===== src/rtl/note_envelope.sv =====
// Note envelope generator: attack/sustain/release level gating a tone square wave into PWM.
// Optional input synchronizers enabled by defining NOTE_ENVELOPE_SYNC_EN.
module note_envelope #(
  parameter int C_CLK_FRQ = 100_000_000,
  parameter int C_STEP_US = 1000,
  parameter int C_LVL_W   = 8
) (
  input  logic               clk,
  input  logic               rst,
  input  logic               gate,
  input  logic               wave,
  output logic               pwm_out,
  output logic [C_LVL_W-1:0] level,
  output logic               busy
);

  localparam int C_TICK   = (C_CLK_FRQ / 1_000_000) * C_STEP_US;
  localparam int C_TCNT_W = (C_TICK > 2) ? $clog2(C_TICK) : 1;

  localparam logic [C_TCNT_W-1:0] C_TICK_LAST = C_TCNT_W'(C_TICK - 1);
  localparam logic [C_TCNT_W-1:0] C_TCNT_ONE  = C_TCNT_W'(1);
  localparam logic [C_LVL_W-1:0]  C_LMAX      = '1;
  localparam logic [C_LVL_W-1:0]  C_LVL_ZERO  = '0;
  localparam logic [C_LVL_W-1:0]  C_LVL_ONE   = C_LVL_W'(1);

  if (C_TICK < 2) begin : g_tick_check
    $error("note_envelope: C_TICK must be at least 2");
  end

  // Conditioned inputs seen by the envelope and PWM logic
  logic gate_s;
  logic wave_s;

`ifdef NOTE_ENVELOPE_SYNC_EN
  logic [1:0] gate_ff;
  logic [1:0] wave_ff;

  always_ff @(posedge clk) begin
    if (rst) begin
      gate_ff <= 2'b00;
      wave_ff <= 2'b00;
    end else begin
      gate_ff <= {gate_ff[0], gate};
      wave_ff <= {wave_ff[0], wave};
    end
  end

  assign gate_s = gate_ff[1];
  assign wave_s = wave_ff[1];
`else
  assign gate_s = gate;
  assign wave_s = wave;
`endif

  // Step timebase
  logic [C_TCNT_W-1:0] tick_cnt;
  logic                tick;

  assign tick = (tick_cnt == C_TICK_LAST);

  always_ff @(posedge clk) begin
    if (rst) begin
      tick_cnt <= '0;
    end else if (tick) begin
      tick_cnt <= '0;
    end else begin
      tick_cnt <= tick_cnt + C_TCNT_ONE;
    end
  end

  // Envelope FSM
  typedef enum logic [1:0] {
    S_IDLE    = 2'd0,
    S_ATTACK  = 2'd1,
    S_SUSTAIN = 2'd2,
    S_RELEASE = 2'd3
  } state_t;

  state_t             state;
  state_t             state_nxt;
  logic [C_LVL_W-1:0] level_nxt;

  always_ff @(posedge clk) begin
    if (rst) begin
      state <= S_IDLE;
      level <= '0;
      busy  <= 1'b0;
    end else begin
      state <= state_nxt;
      level <= level_nxt;
      busy  <= (state_nxt != S_IDLE);
    end
  end

  // A gate-driven transition always wins over a pending step in the same cycle.
  always_comb begin
    state_nxt = state;
    level_nxt = level;
    case (state)
      S_IDLE: begin
        level_nxt = C_LVL_ZERO;
        if (gate_s) begin
          state_nxt = S_ATTACK;
        end
      end
      S_ATTACK: begin
        if (!gate_s) begin
          state_nxt = S_RELEASE;
        end else if (level == C_LMAX) begin
          state_nxt = S_SUSTAIN;
        end else if (tick) begin
          level_nxt = level + C_LVL_ONE;
          if (level == C_LMAX - C_LVL_ONE) begin
            state_nxt = S_SUSTAIN;
          end
        end
      end
      S_SUSTAIN: begin
        level_nxt = C_LMAX;
        if (!gate_s) begin
          state_nxt = S_RELEASE;
        end
      end
      S_RELEASE: begin
        if (gate_s) begin
          state_nxt = S_ATTACK;
        end else if (level == C_LVL_ZERO) begin
          state_nxt = S_IDLE;
        end else if (tick) begin
          level_nxt = level - C_LVL_ONE;
          if (level == C_LVL_ONE) begin
            state_nxt = S_IDLE;
          end
        end
      end
      default: begin
        state_nxt = S_IDLE;
        level_nxt = C_LVL_ZERO;
      end
    endcase
  end

  // PWM: duty is level / 2^C_LVL_W, gated by the tone wave
  logic [C_LVL_W-1:0] pwm_cnt;

  always_ff @(posedge clk) begin
    if (rst) begin
      pwm_cnt <= '0;
      pwm_out <= 1'b0;
    end else begin
      pwm_cnt <= pwm_cnt + C_LVL_ONE;
      pwm_out <= wave_s & (pwm_cnt < level);
    end
  end

endmodule


===== config.mk =====
export PLATFORM = sky130hd
export DESIGN_NAME = note_envelope
export DESIGN_NICKNAME = d
export VERILOG_FILES = /design/src/rtl/note_envelope.sv
export SDC_FILE = /design/constraint.sdc
export NUM_CORES = 1
export LEC_CHECK = 0
export BUFFER_PORTS_ARGS = -buffer_cell sky130_fd_sc_hd__buf_4
export CAP_MARGIN = 5
export CORE_UTILIZATION = 47
export DETAILED_ROUTE_END_ITERATION = 7
export GPL_TIMING_DRIVEN = 0
export SYNTH_ARGS = -nofsm -noshare
export SYNTH_HDL_FRONTEND = slang
export SYNTH_SLANG_ARGS = --single-unit

===== constraint.sdc =====
create_clock -name clk -period 3.18 [get_ports clk]
set_clock_uncertainty 0.05 [all_clocks]
set_input_delay 0.159 -clock clk [delete_from_list [all_inputs] [get_ports clk]]
set_output_delay 0.159 -clock clk [all_outputs]
set_load 0.02 [all_outputs]

# Word-level counts from Yosys, hierarchy flattened
# Index checks and enable logic that the tools add are counted.
[totals]
regBits = 37
in_bits = 4
output_inout_bits = 10
elab_cells = 48
[op_classes]
add_sub_neg = 4
order_cmp = 1
eq_ne = 13
muxes = 18
bitwise_logic = 1
reduce_logical = 5
[ops]
columns = ["cell", "count"]
rows = [
  ["$mux 8", 6],
  ["$pmux 8 s4", 1],
  ["$mux 2", 10],
  ["$add 17x1->17 const B", 1],
  ["$eq 17x17->1 const B", 1],
  ["$add 8x1->8 const B", 2],
  ["$eq 8x8->1 const B", 2],
  ["$ne 2x2->1 const B", 6],
  ["$eq 8x1->1 const B", 1],
  ["$logic_not 8->1", 1],
  ["$lt 8x8->1", 1],
  ["$pmux 2 s4", 1],
  ["$sub 8x1->8 const B", 1],
  ["$reduce_and 6->1", 1],
  ["$eq 2x2->1 const B", 2],
  ["$eq 2x1->1 const B", 1],
  ["$logic_not 2->1", 1],
  ["$reduce_bool 2->1", 1],
  ["$reduce_or 2->1", 1],
  ["$and 1x1->1", 1],
]

# Logic depth before layout (Yosys ltp)
# Gate-level depths: netlist (run 1).
[depth]
word_depth = 7
depth_mapped = 7
depth_no_buf = 7

# Least setup slack after synthesis (run 1)
# No wires, ideal clock.
[synth_path]
kind = "register to register"
start = "register level[1]"
end = "register level[3]"
setup_time_ps = 74
t_arrival_ps = 2005
required_ps = 3056
path_slack_ps = 1051
stages_incl_launch_ff = 8
n_path_buf = 0
synth_period_minus_slack_ps = 2129
cell_sequence = "dfxtp_1 inv_1 ha_1 or3b_2 o211ai_4 a21oi_2 or4_1 o21ai_0"
[synth_via]
elab_chain_len = 5
word_cells_on_any_way = 14
cone_classes = "add/sub: 2; eq/ne: 3; mux: 7; reduce/logical: 2"
[synth_lines]
columns = ["element", "line", "text"]
rows = [
  ["start, declared", "13", "output logic [C_LVL_W-1:0] level,"],
  ["start signal, assigned", "90", "level <= level_nxt;"],
  ["$sub 8x1->8 / $add 8x1->8 (equally long branches)", "130, 112", ""],
  ["$mux 8, on equally long branches", "129, 111", ""],
  ["$mux 8, on equally long branches", "127, 109", ""],
  ["$mux 8, on equally long branches", "125, 107", ""],
  ["$pmux 8 s4", "99", "case (state)"],
]
# Parallel ways exist; a longest one is shown, timed or not. The select of a mux whose other input is x is not followed.
# A chain may end at the register's enable or synchronous reset.

# Final worst setup path (run 1)
[layout_path]
start = "register level[1]"
end = "register level[7]"
# Same word-level chain as after synthesis.

==> impl_metrics.json, run 1 <==
{
  "status": "finished, final reports clean",
  "route.vias.total": 1893,
  "number_of_enable_type_register_cells_in_the_synthesized_netlist": 0,
  "crit_path_max_incr_delay_ns": 0.49,
  "grt_start_max_net_pins": 12,
  "wirelength_mm": 4.893,
  "vdd.ir_drop.worst_mv": 0.3229,
  "placement_rows": 24,
  "max-clock-path-buffers": 2,
  "power.density_cell_area_nw_per_um2": 665.3,
  "netlist_instances": 259,
  "post_cts_resized": 0,
  "hold_viol_final": 0,
  "crit_chain": "inv_1 > ha_1 > or3b_2 > o211ai_4 > a21oi_2 > a21o_1 > a221oi_1",
  "list_of_most_frequent_post_synthesis_cells": "37 x dfxtp_1, 34 x nor2_1, 19 x nand2_1, 15 x nand3_1, 15 x xor2_1",
  "via_per_inst": 5.736,
  "post-cts-setup-buffer-count": 0,
  "timing.hold.ws_ns": 0.06446,
  "critical_path_peak_fanout": 8,
  "drv_slew": 0,
  "antenna_violating_nets_post_route": 0,
  "ys_ff_latch": 37,
  "gr-total-overflow": 0,
  "min_path_type": "in -> reg",
  "worst_slew_margin_rel_pct": 63.58,
  "reg2regPathDepth": 7,
  "finalSetupViolCount": 0,
  "initial_antenna_violation_count": 0,
  "post-synth-top-area-fraction_pct": 34.46,
  "leading_register_cell_type_out_of_synthesis": "dfxtp_1",
  "worst_pin_slew_ns": 0.5413,
  "clock.fmax_mhz": 413.4,
  "cts_inserted_buffers": 5,
  "detailed_place_hpwl_mm": 3.573,
  "grt_pass1_wl_mm": 8.445,
  "worst_hold_path.num_cells": 3,
  "firstDrtPassIters": 4,
  "final.setup.tns_ns": 0,
  "cts_hold_repair.buffers": 0,
  "number_of_i_o_pins": 14,
  "post-synth-top-count-cell": "dfxtp_1",
  "tritoncts_clock_tree": "built",
  "grt_pass1_vias": 1750,
  "async_flop_share_pct": 0,
  "floorplan.die_area_sq_um": 4848,
  "timing.critical_path.required_ns": 3.32,
  "timing.final.crit_share_pct": 76.08,
  "area_delta_synth_final_pct": 12.28,
  "end_kind": "register",
  "htree_levels": 2,
  "yosys.cell_types.count": 47,
  "cts.clk_slew.worst_paths_ns": 0.08,
  "globalRouteTotalUtil_pct": 22.01,
  "drt_drc_violations_left": 0,
  "coreArea_sq_um": 4384,
  "route.detailed.wl_per_inst_um": 14.83,
  "synth.yosys.warnings": 0,
  "mappedNetlistArea_sq_um": 2150,
  "grt_setup_unrepaired": "no",
  "worst_setup_path_class": "reg -> reg",
  "buffer_ports.inserted": 11,
  "die_w_um": 69.63,
  "synthesis.area_per_instance_sq_um": 8.299,
  "routability_driven_placement_congestion_ratio": 0.9087,
  "synth_seq_area_share_pct": 34.46,
  "crit_slowest_cell": "or3b_2",
  "detail_route.iter0.violations": 98,
  "initial_core_util_pct": 49.03,
  "numClockSinks": 37,
  "antenna_cells": 0,
  "clkLatencyLatePin_ns": 0.29,
  "start_kind": "register",
  "fp.dieH_um": 69.63,
  "worst_ep_arrival_time_ns": 2.56,
  "syn-num-nets": 277,
  "synth_largest_area_cell": "dfxtp_1",
  "max_cap_violations": 0,
  "ratio_of_cells_with_drive_above_1_in_the_final_layout_pct": 9.712,
  "nets": 295,
  "final_period_minus_worst_setup_slack_ns": 2.419,
  "cellLeakagePower_nw": 0.9381,
  "cts_root_buffer": "clkbuf_8",
  "synth_area_leaders": "dfxtp_1 34%, ha_1 8.1%, xor2_1 6.1%"
}
-- layout make-up --
type                       count  area [sq um]
timing repair buffer          11         82.58
inverter                      14         52.55
clock buffer                   7         86.33
multi-input combinational    198          1309
fill                         426          1971
clock inverter                 1         30.03
tap                           52         65.06
buffer                        10         47.55
sequential                    37         740.7
-- worst max-delay path, delay by kind of cell (launching register included) --
kind                       cells  cell delay, ns
DFF                            1            0.41
adders and majority gates      1            0.20
AOI/OAI and AO/OA              4            0.92
and+or+nand+nor                1            0.49
buffers and inverters          1            0.24
-- metrics by stage --
step / area [sq um] / utilization (%) / cells / power [mW] / setup WS [ns]
3_3_place_gp: 2297 / 52.40 / 322 / 1.182 / 0.8002
2_1_floorplan: 2150 / - / 259 / 1.009 / 1.051
6_report: 2414 / 55.05 / 330 / 1.606 / 0.7608
3_5_place_dp: 2297 / 52.40 / 322 / 1.181 / 0.7938
4_1_cts: 2414 / 55.05 / 330 / 1.610 / 0.7850
5_1_grt: 2414 / 55.05 / 330 / 1.703 / 0.6734
-- logic make-up after synthesis --
| logic type | after synthesis | synth area share (%) |
|---|---|---|
| simple gates | 110 | 26.43 |
| xor+xnor | 26 | 10.59 |
| mux | 1 | 0.4657 |
| compound gates | 47 | 15.25 |
| buf+inv | 24 | 4.656 |
| fa+ha+maj | 14 | 8.149 |
| flops | 37 | 34.46 |
-- per-layer routing --
metal | vias to the layer above | wire length (um) | track usage (%)
met4 | 0 | 47 | 7.778
met1 | 879 | 2418 | 30.01
met2 | 47 | 2135 | 32.90
li1 | 963 | - | -
met3 | 4 | 292 | 6.686
met5 | - | 0 | 0
-- power by group --
group,total (mW),leakage [nW],internal [mW],switching [mW]
Sequential,0.587,0.301,0.517,0.0700
Combinational,0.595,0.578,0.238,0.357
Clock,0.423,0.0585,0.256,0.167
Total,1.61,0.938,1.01,0.595
-- final timing paths --
| kind | startpoint | endpoint | slack, ns |
|---|---|---|---|
| max reg2reg | level[1]$_SDFFE_PP0P_ | level[7]$_SDFFE_PP0P_ | 0.76 |
| min | wave | pwm_out$_SDFF_PP0_ | 0.06 |
| min reg2reg | pwm_cnt[0]$_SDFF_PP0_ | pwm_cnt[0]$_SDFF_PP0_ | 0.41 |
| max | level[1]$_SDFFE_PP0P_ | level[7]$_SDFFE_PP0P_ | 0.76 |
-- sequential cells by signal, indices dropped and copies added, names as in the netlist --
register,count
busy,1
level,8
pwm_cnt,8
pwm_out,1
state,2
tick_cnt,17
-- layout by cell type (no fill, tap or decap), types with 3 or more instances in the layout --
master    netlist  layout
inv_1          14      14
xnor2_1        11      11
o21ai_0         6       6
xor2_1         15      15
a31oi_1         6       6
clkbuf_1        6       7
and3_1          9       9
ha_1           14      14
nand4_1         5       5
nor3_1          4       4
nand2_1        19      19
a21oi_1        10      10
nor4_1          3       3
buf_4           0      11
nand2b_1        4       4
nand3_1        15      15
a221oi_1        4       4
o22ai_1         3       3
dfxtp_1        37      37
nor2_1         34      34
a21o_1          3       3
clkbuf_8        0       6
(Power assumes the default switching activity.)
==> run 2, diff against run 1 <==
--- a/config.mk
+++ b/config.mk
@@ -10,6 +10,7 @@
 export CORE_UTILIZATION = 47
 export DETAILED_ROUTE_END_ITERATION = 7
 export GPL_TIMING_DRIVEN = 0
+export PLACE_DENSITY = 0.67
 export SYNTH_ARGS = -nofsm -noshare
 export SYNTH_HDL_FRONTEND = slang
 export SYNTH_SLANG_ARGS = --single-unit
==> constraint.sdc (replaced) <==
create_clock -name clk -period 2.1 [get_ports clk]
set_clock_uncertainty 0.05 [all_clocks]
set_input_delay 0.105 -clock clk [delete_from_list [all_inputs] [get_ports clk]]
set_output_delay 0.105 -clock clk [all_outputs]
set_load 0.02 [all_outputs]
==> impl_metrics.json, run 2 (synthesized netlist as in run 1, its figures left out) <==
{
  "internal_power_mw": 1.406,
  "initial_core_util_pct": 49.03,
  "die_w_um": 69.63,
  "route.vias.total": 1927,
  "clock_group_share_of_total_power_pct": 21.0,
  "coreArea_sq_um": 4384,
  "detail_route.iter0.violations": 196,
  "layout.cells.most_common": "dfxtp_1",
  "end_kind": "register",
  "power.net_switching_mw": 0.9152,
  "dp_cells": 322,
  "nets": 296,
  "grt_start_max_net_pins": 16,
  "detailed_place_hpwl_mm": 3.444,
  "worst_slew_margin_rel_pct": 62.63,
  "layout.cells.non_filler": 331,
  "worst_ep_arrival_time_ns": 2.21,
  "buffer_ports.inserted": 11,
  "worst_pin_slew_ns": 0.5546,
  "hold_viol_final": 0,
  "final_period_minus_worst_setup_slack_ns": 2.063,
  "cts_root_buffer": "clkbuf_8",
  "cts_inserted_buffers": 5,
  "largest_register_ff_count": 17,
  "htree_levels": 2,
  "regArea_sq_um": 748.2,
  "cts.clk_slew.worst_paths_ns": 0.08,
  "vdd.ir_drop.worst_mv": 0.4406,
  "timing.critical_path.required_ns": 2.25,
  "grt_setup_unrepaired": "yes",
  "finalSetupViolCount": 0,
  "firstDrtPassIters": 4,
  "grt_pass1_vias": 1740,
  "multi_input_comb_area_sq_um": 1339,
  "start_kind": "register",
  "gr-total-overflow": 0,
  "critical_path_peak_fanout": 9,
  "drv_slew": 0,
  "timing.final.crit_share_pct": 98.22,
  "share_comb_of_total_power_pct": 40.4,
  "layout_common_cells": "35 x dfxtp_1, 33 x nor2_1, 19 x nand2_1, 15 x nand3_1, 15 x xor2_1",
  "cellLeakagePower_nw": 0.9422,
  "detailed_place.area_sq_um": 2298,
  "dpl_worst_slack_ns": -0.1255,
  "number_of_i_o_pins": 14,
  "placement_rows": 24,
  "area_delta_synth_final_pct": 13.62,
  "final_non_filler_cell_area_sq_um": 2442,
  "clkLatencyLatePin_ns": 0.29,
  "sequentialPowerShare_pct": 38.6,
  "clock.fmax_mhz": 484.8,
  "filler_cell_count": 435,
  "drt_drc_violations_left": 0,
  "max_cap_violations": 0,
  "via_per_inst": 5.822,
  "initial_antenna_violation_count": 0,
  "min_path_type": "in -> reg",
  "grt_pass1_wl_mm": 8.100,
  "largestRegisters": "tick_cnt x17, level x8, pwm_cnt x8",
  "finalWorstSetupSlack_ns": 0.03731,
  "swShare_pct": 39.43,
  "status": "finished, final reports clean",
  "globalRouteTotalUtil_pct": 20.79,
  "max-clock-path-buffers": 2,
  "fp.dieH_um": 69.63,
  "top_register": "tick_cnt",
  "antenna_cells": 0,
  "antenna_violating_nets_post_route": 0,
  "numClockSinks": 37,
  "worst_setup_path_class": "reg -> reg",
  "wirelength_mm": 4.839,
  "route.detailed.wl_per_inst_um": 14.62,
  "ratio_of_cells_with_drive_above_1_in_the_final_layout_pct": 13.62,
  "final.setup.tns_ns": 0,
  "tritoncts_clock_tree": "built",
  "floorplan.die_area_sq_um": 4848,
  "cts_hold_repair.buffers": 0,
  "power.density_cell_area_nw_per_um2": 950.4,
  "routability_driven_placement_congestion_ratio": 0.8454
}
[run 2: cell types whose count changed in the layout (fill, tap and decap cells not counted), moves of 2 or more]
cell | previous run | this run
clkinv_2 | 0 | 2
dfxtp_4 | 0 | 2
inv_1 | 14 | 12
dfxtp_1 | 37 | 35
clkbuf_1 | 7 | 4
[run 2: final cells by class]
type                            count  area share [%]
Sequential cell                    37           30.64
Clock inverter                      3          0.7172
Clock buffer                        5           2.818
Multi-Input combinational cell    198           54.82
Tap cell                           52           2.664
Buffer                              9           1.947
Timing Repair Buffer               13           4.150
Inverter                           14           2.254
[run 2: power by group through the flow]
stage          Combinational (mW)  Sequential [mW]  Clock (mW)
2_1_floorplan               0.586            0.945           0
3_3_place_gp                0.875            0.901           0
3_5_place_dp                0.876            0.902           0
4_1_cts                     0.891            0.892       0.507
5_1_grt                      1.03            0.911       0.536
6_report                    0.937            0.896       0.488
[run 2: per-layer routing]
metal | global-route usage [%] | vias to the layer above | routed length, um
met1 | 30.58 | 889 | 2310
met3 | 4.215 | 2 | 349
met2 | 30.31 | 74 | 2153
met5 | 0 | - | 0
li1 | - | 962 | -
met4 | 6.667 | 0 | 26
[run 2: worst max-delay path, stage by stage (launching register included)]
cell and delay (ns):
dfxtp_1 0.32, clkbuf_4 0.17, or4_4 0.56, nor4_1 0.37, a311oi_1 0.09, o21bai_1 0.17, a221oi_1 0.25
[run 2: final timing paths]
| path | start | end | slack [ns] | depth (start not counted) |
|---|---|---|---|---|
| max | level[3]$_SDFFE_PP0P_ | level[7]$_SDFFE_PP0P_ | 0.04 | 6 |
| min | wave | pwm_out$_SDFF_PP0_ | 0.007 | 3 |
| max reg2reg | level[3]$_SDFFE_PP0P_ | level[7]$_SDFFE_PP0P_ | 0.04 | 6 |
| min reg2reg | pwm_cnt[0]$_SDFF_PP0_ | pwm_cnt[0]$_SDFF_PP0_ | 0.41 | 1 |
[run 2: repair_timing]
action | CTS | global route
gates resized for setup | 5 | 10
gates cloned | 0 | 0
setup buffers | 1 | 1
endpoints found under the setup margin | 14 | 23
pin swaps | 1 | 4
[run 2: through the flow]
| step | hold WS (ns) | utilization [%] | total power [mW] |
|---|---|---|---|
| global placement | 0.3042 | 52.43 | 1.777 |
| CTS | 0.001722 | 54.79 | 2.290 |
| detailed placement | 0.3065 | 52.43 | 1.779 |
| floorplan | 0.1711 | - | 1.531 |
| global route | 0.002075 | 55.71 | 2.472 |
| finish | 0.006736 | 55.71 | 2.321 |
==> run 3, diff against run 2 <==
--- a/config.mk
+++ b/config.mk
@@ -11,6 +11,7 @@
 export DETAILED_ROUTE_END_ITERATION = 7
 export GPL_TIMING_DRIVEN = 0
 export PLACE_DENSITY = 0.67
+export RECOVER_POWER = 25
 export SYNTH_ARGS = -nofsm -noshare
 export SYNTH_HDL_FRONTEND = slang
 export SYNTH_SLANG_ARGS = --single-unit
==> impl_metrics.json, run 3 (synthesized netlist as in run 1, its figures left out) <==
{
  "status": "finished, final reports clean",
  "via_per_inst": 5.807,
  "route.vias.total": 1922,
  "min_path_type": "in -> reg",
  "numClockSinks": 37,
  "critical_path_peak_fanout": 9,
  "cts.clk_slew.worst_paths_ns": 0.08,
  "timing.final.crit_share_pct": 99.42,
  "clock_group_share_of_total_power_pct": 21.1,
  "max_cap_violations": 0,
  "floorplan.die_area_sq_um": 4848,
  "worst_ep_arrival_time_ns": 2.23,
  "routability_driven_placement_congestion_ratio": 0.8454,
  "share_comb_of_total_power_pct": 40.1,
  "fp.dieH_um": 69.63,
  "largest_register_ff_count": 17,
  "ratio_of_cells_with_drive_above_1_in_the_final_layout_pct": 12.90,
  "grt_setup_unrepaired": "yes",
  "route.detailed.wl_per_inst_um": 14.63,
  "internal_power_mw": 1.394,
  "wirelength_mm": 4.843,
  "initial_core_util_pct": 49.03,
  "worst_hold_path.num_cells": 3,
  "vdd.ir_drop.worst_mv": 0.4261,
  "power_mw": 2.309,
  "firstDrtPassIters": 4,
  "finalWorstSetupSlack_ns": 0.01218,
  "hold_viol_final": 0,
  "placement_rows": 24,
  "die_w_um": 69.63,
  "start_kind": "register",
  "grt_start_max_net_pins": 16,
  "top_register": "tick_cnt",
  "initial_antenna_violation_count": 0,
  "tritoncts_clock_tree": "built",
  "layout.core_utilization_pct": 55.54,
  "power.density_cell_area_nw_per_um2": 948.4,
  "crit_chain": "clkbuf_4 > or4_4 > nor4_1 > a311oi_1 > o21bai_1 > a221oi_1",
  "power.net_switching_mw": 0.9154,
  "htree_levels": 2,
  "antenna_violating_nets_post_route": 0,
  "layout_common_cells": "35 x dfxtp_1, 33 x nor2_1, 19 x nand2_1, 15 x nand3_1, 15 x xor2_1",
  "cts_root_buffer": "clkbuf_8",
  "max-clock-path-buffers": 2,
  "timing.critical_path.required_ns": 2.25,
  "crit_slowest_cell": "or4_4",
  "clkLatencyLatePin_ns": 0.29,
  "detail_route.iter0.violations": 210,
  "globalRouteTotalUtil_pct": 20.79,
  "worst_setup_path_class": "reg -> reg",
  "antenna_cells": 0,
  "swShare_pct": 39.64,
  "number_of_i_o_pins": 14,
  "finalSetupViolCount": 0,
  "area_delta_synth_final_pct": 13.27,
  "buffer_ports.inserted": 11,
  "drv_slew": 0,
  "worst_pin_slew_ns": 0.5483,
  "end_kind": "register",
  "cts_inserted_buffers": 5,
  "layout.cells.non_filler": 331,
  "layout.cells.most_common": "dfxtp_1",
  "final_period_minus_worst_setup_slack_ns": 2.088,
  "largestRegisters": "tick_cnt x17, level x8, pwm_cnt x8",
  "grt_pass1_wl_mm": 8.100,
  "nets": 296,
  "cellLeakagePower_nw": 0.9346,
  "clock.fmax_mhz": 479.0,
  "detailed_place_hpwl_mm": 3.444,
  "dpl_worst_slack_ns": -0.1255,
  "worst_slew_margin_rel_pct": 63.06,
  "gr-total-overflow": 0,
  "grt_pass1_vias": 1740,
  "crit_path_max_incr_delay_ns": 0.56,
  "reg2regPathDepth": 6,
  "coreArea_sq_um": 4384,
  "drt_drc_violations_left": 0,
  "dp_cells": 322,
  "sequentialPowerShare_pct": 38.8
}
run 3: cell count changes in the layout (fill, tap and decap cells not counted), sizes merged:
cell    change
clkbuf      +2
buf         -2
run 3: power by group through the flow:
stage / logic (mW) / clock network (mW) / registers, mW
3_3_place_gp: 0.875 / 0 / 0.901
3_5_place_dp: 0.876 / 0 / 0.902
4_1_cts: 0.891 / 0.507 / 0.892
6_report: 0.925 / 0.488 / 0.896
2_1_floorplan: 0.586 / 0 / 0.945
5_1_grt: 1.01 / 0.536 / 0.910
run 3: area by class of cell:
class / count / area, sq um
Inverter: 14 / 55.05
Clock buffer: 5 / 68.82
Sequential cell: 37 / 748.2
Fill cell: 437 / 1949
Multi-Input combinational cell: 198 / 1339
Tap cell: 52 / 65.06
Clock inverter: 3 / 17.52
Buffer: 9 / 47.55
Timing Repair Buffer: 13 / 93.84
run 3: metal layers:
metal	vias to the layer above	global-route usage (%)	routed length, um
met3	2	4.215	297
met2	70	30.31	2148
li1	961	-	-
met5	-	0	0
met4	0	6.667	26
met1	889	30.58	2371
run 3: metrics by stage:
| stage | instance area, sq um | hold WS [ns] | setup TNS (ns) |
|---|---|---|---|
| 2_1_floorplan | 2151 | 0.1711 | 0 |
| 3_3_place_gp | 2298 | 0.3042 | -1.452 |
| 3_5_place_dp | 2298 | 0.3065 | -1.437 |
| 4_1_cts | 2402 | 0.001722 | 0 |
| 5_1_grt | 2435 | 0.002075 | -0.03267 |
| 6_report | 2435 | 0.007691 | 0 |
run 3: critical path: cells and delay by family (launching register included):
family          cells  cell delay (ns)
compound gates      3             0.51
buf+inv             1             0.17
flops               1             0.32
simple gates        2             0.95
run 3: repair_timing:
item | CTS | global route
setup endpoints to repair | 14 | 23
pin swaps | 1 | 4
hold buffers | 0 | 0
setup buffers | 1 | 1
gates resized for setup | 5 | 10
run 3: path summary, 6_finish.rpt:
path	slack, ns	to	startpoint
setup / recovery	0.01	level[7]$_SDFFE_PP0P_	level[3]$_SDFFE_PP0P_
hold / removal	0.008	pwm_out$_SDFF_PP0_	wave
setup reg to reg	0.01	level[7]$_SDFFE_PP0P_	level[3]$_SDFFE_PP0P_
hold reg to reg	0.41	pwm_cnt[0]$_SDFF_PP0_	pwm_cnt[0]$_SDFF_PP0_
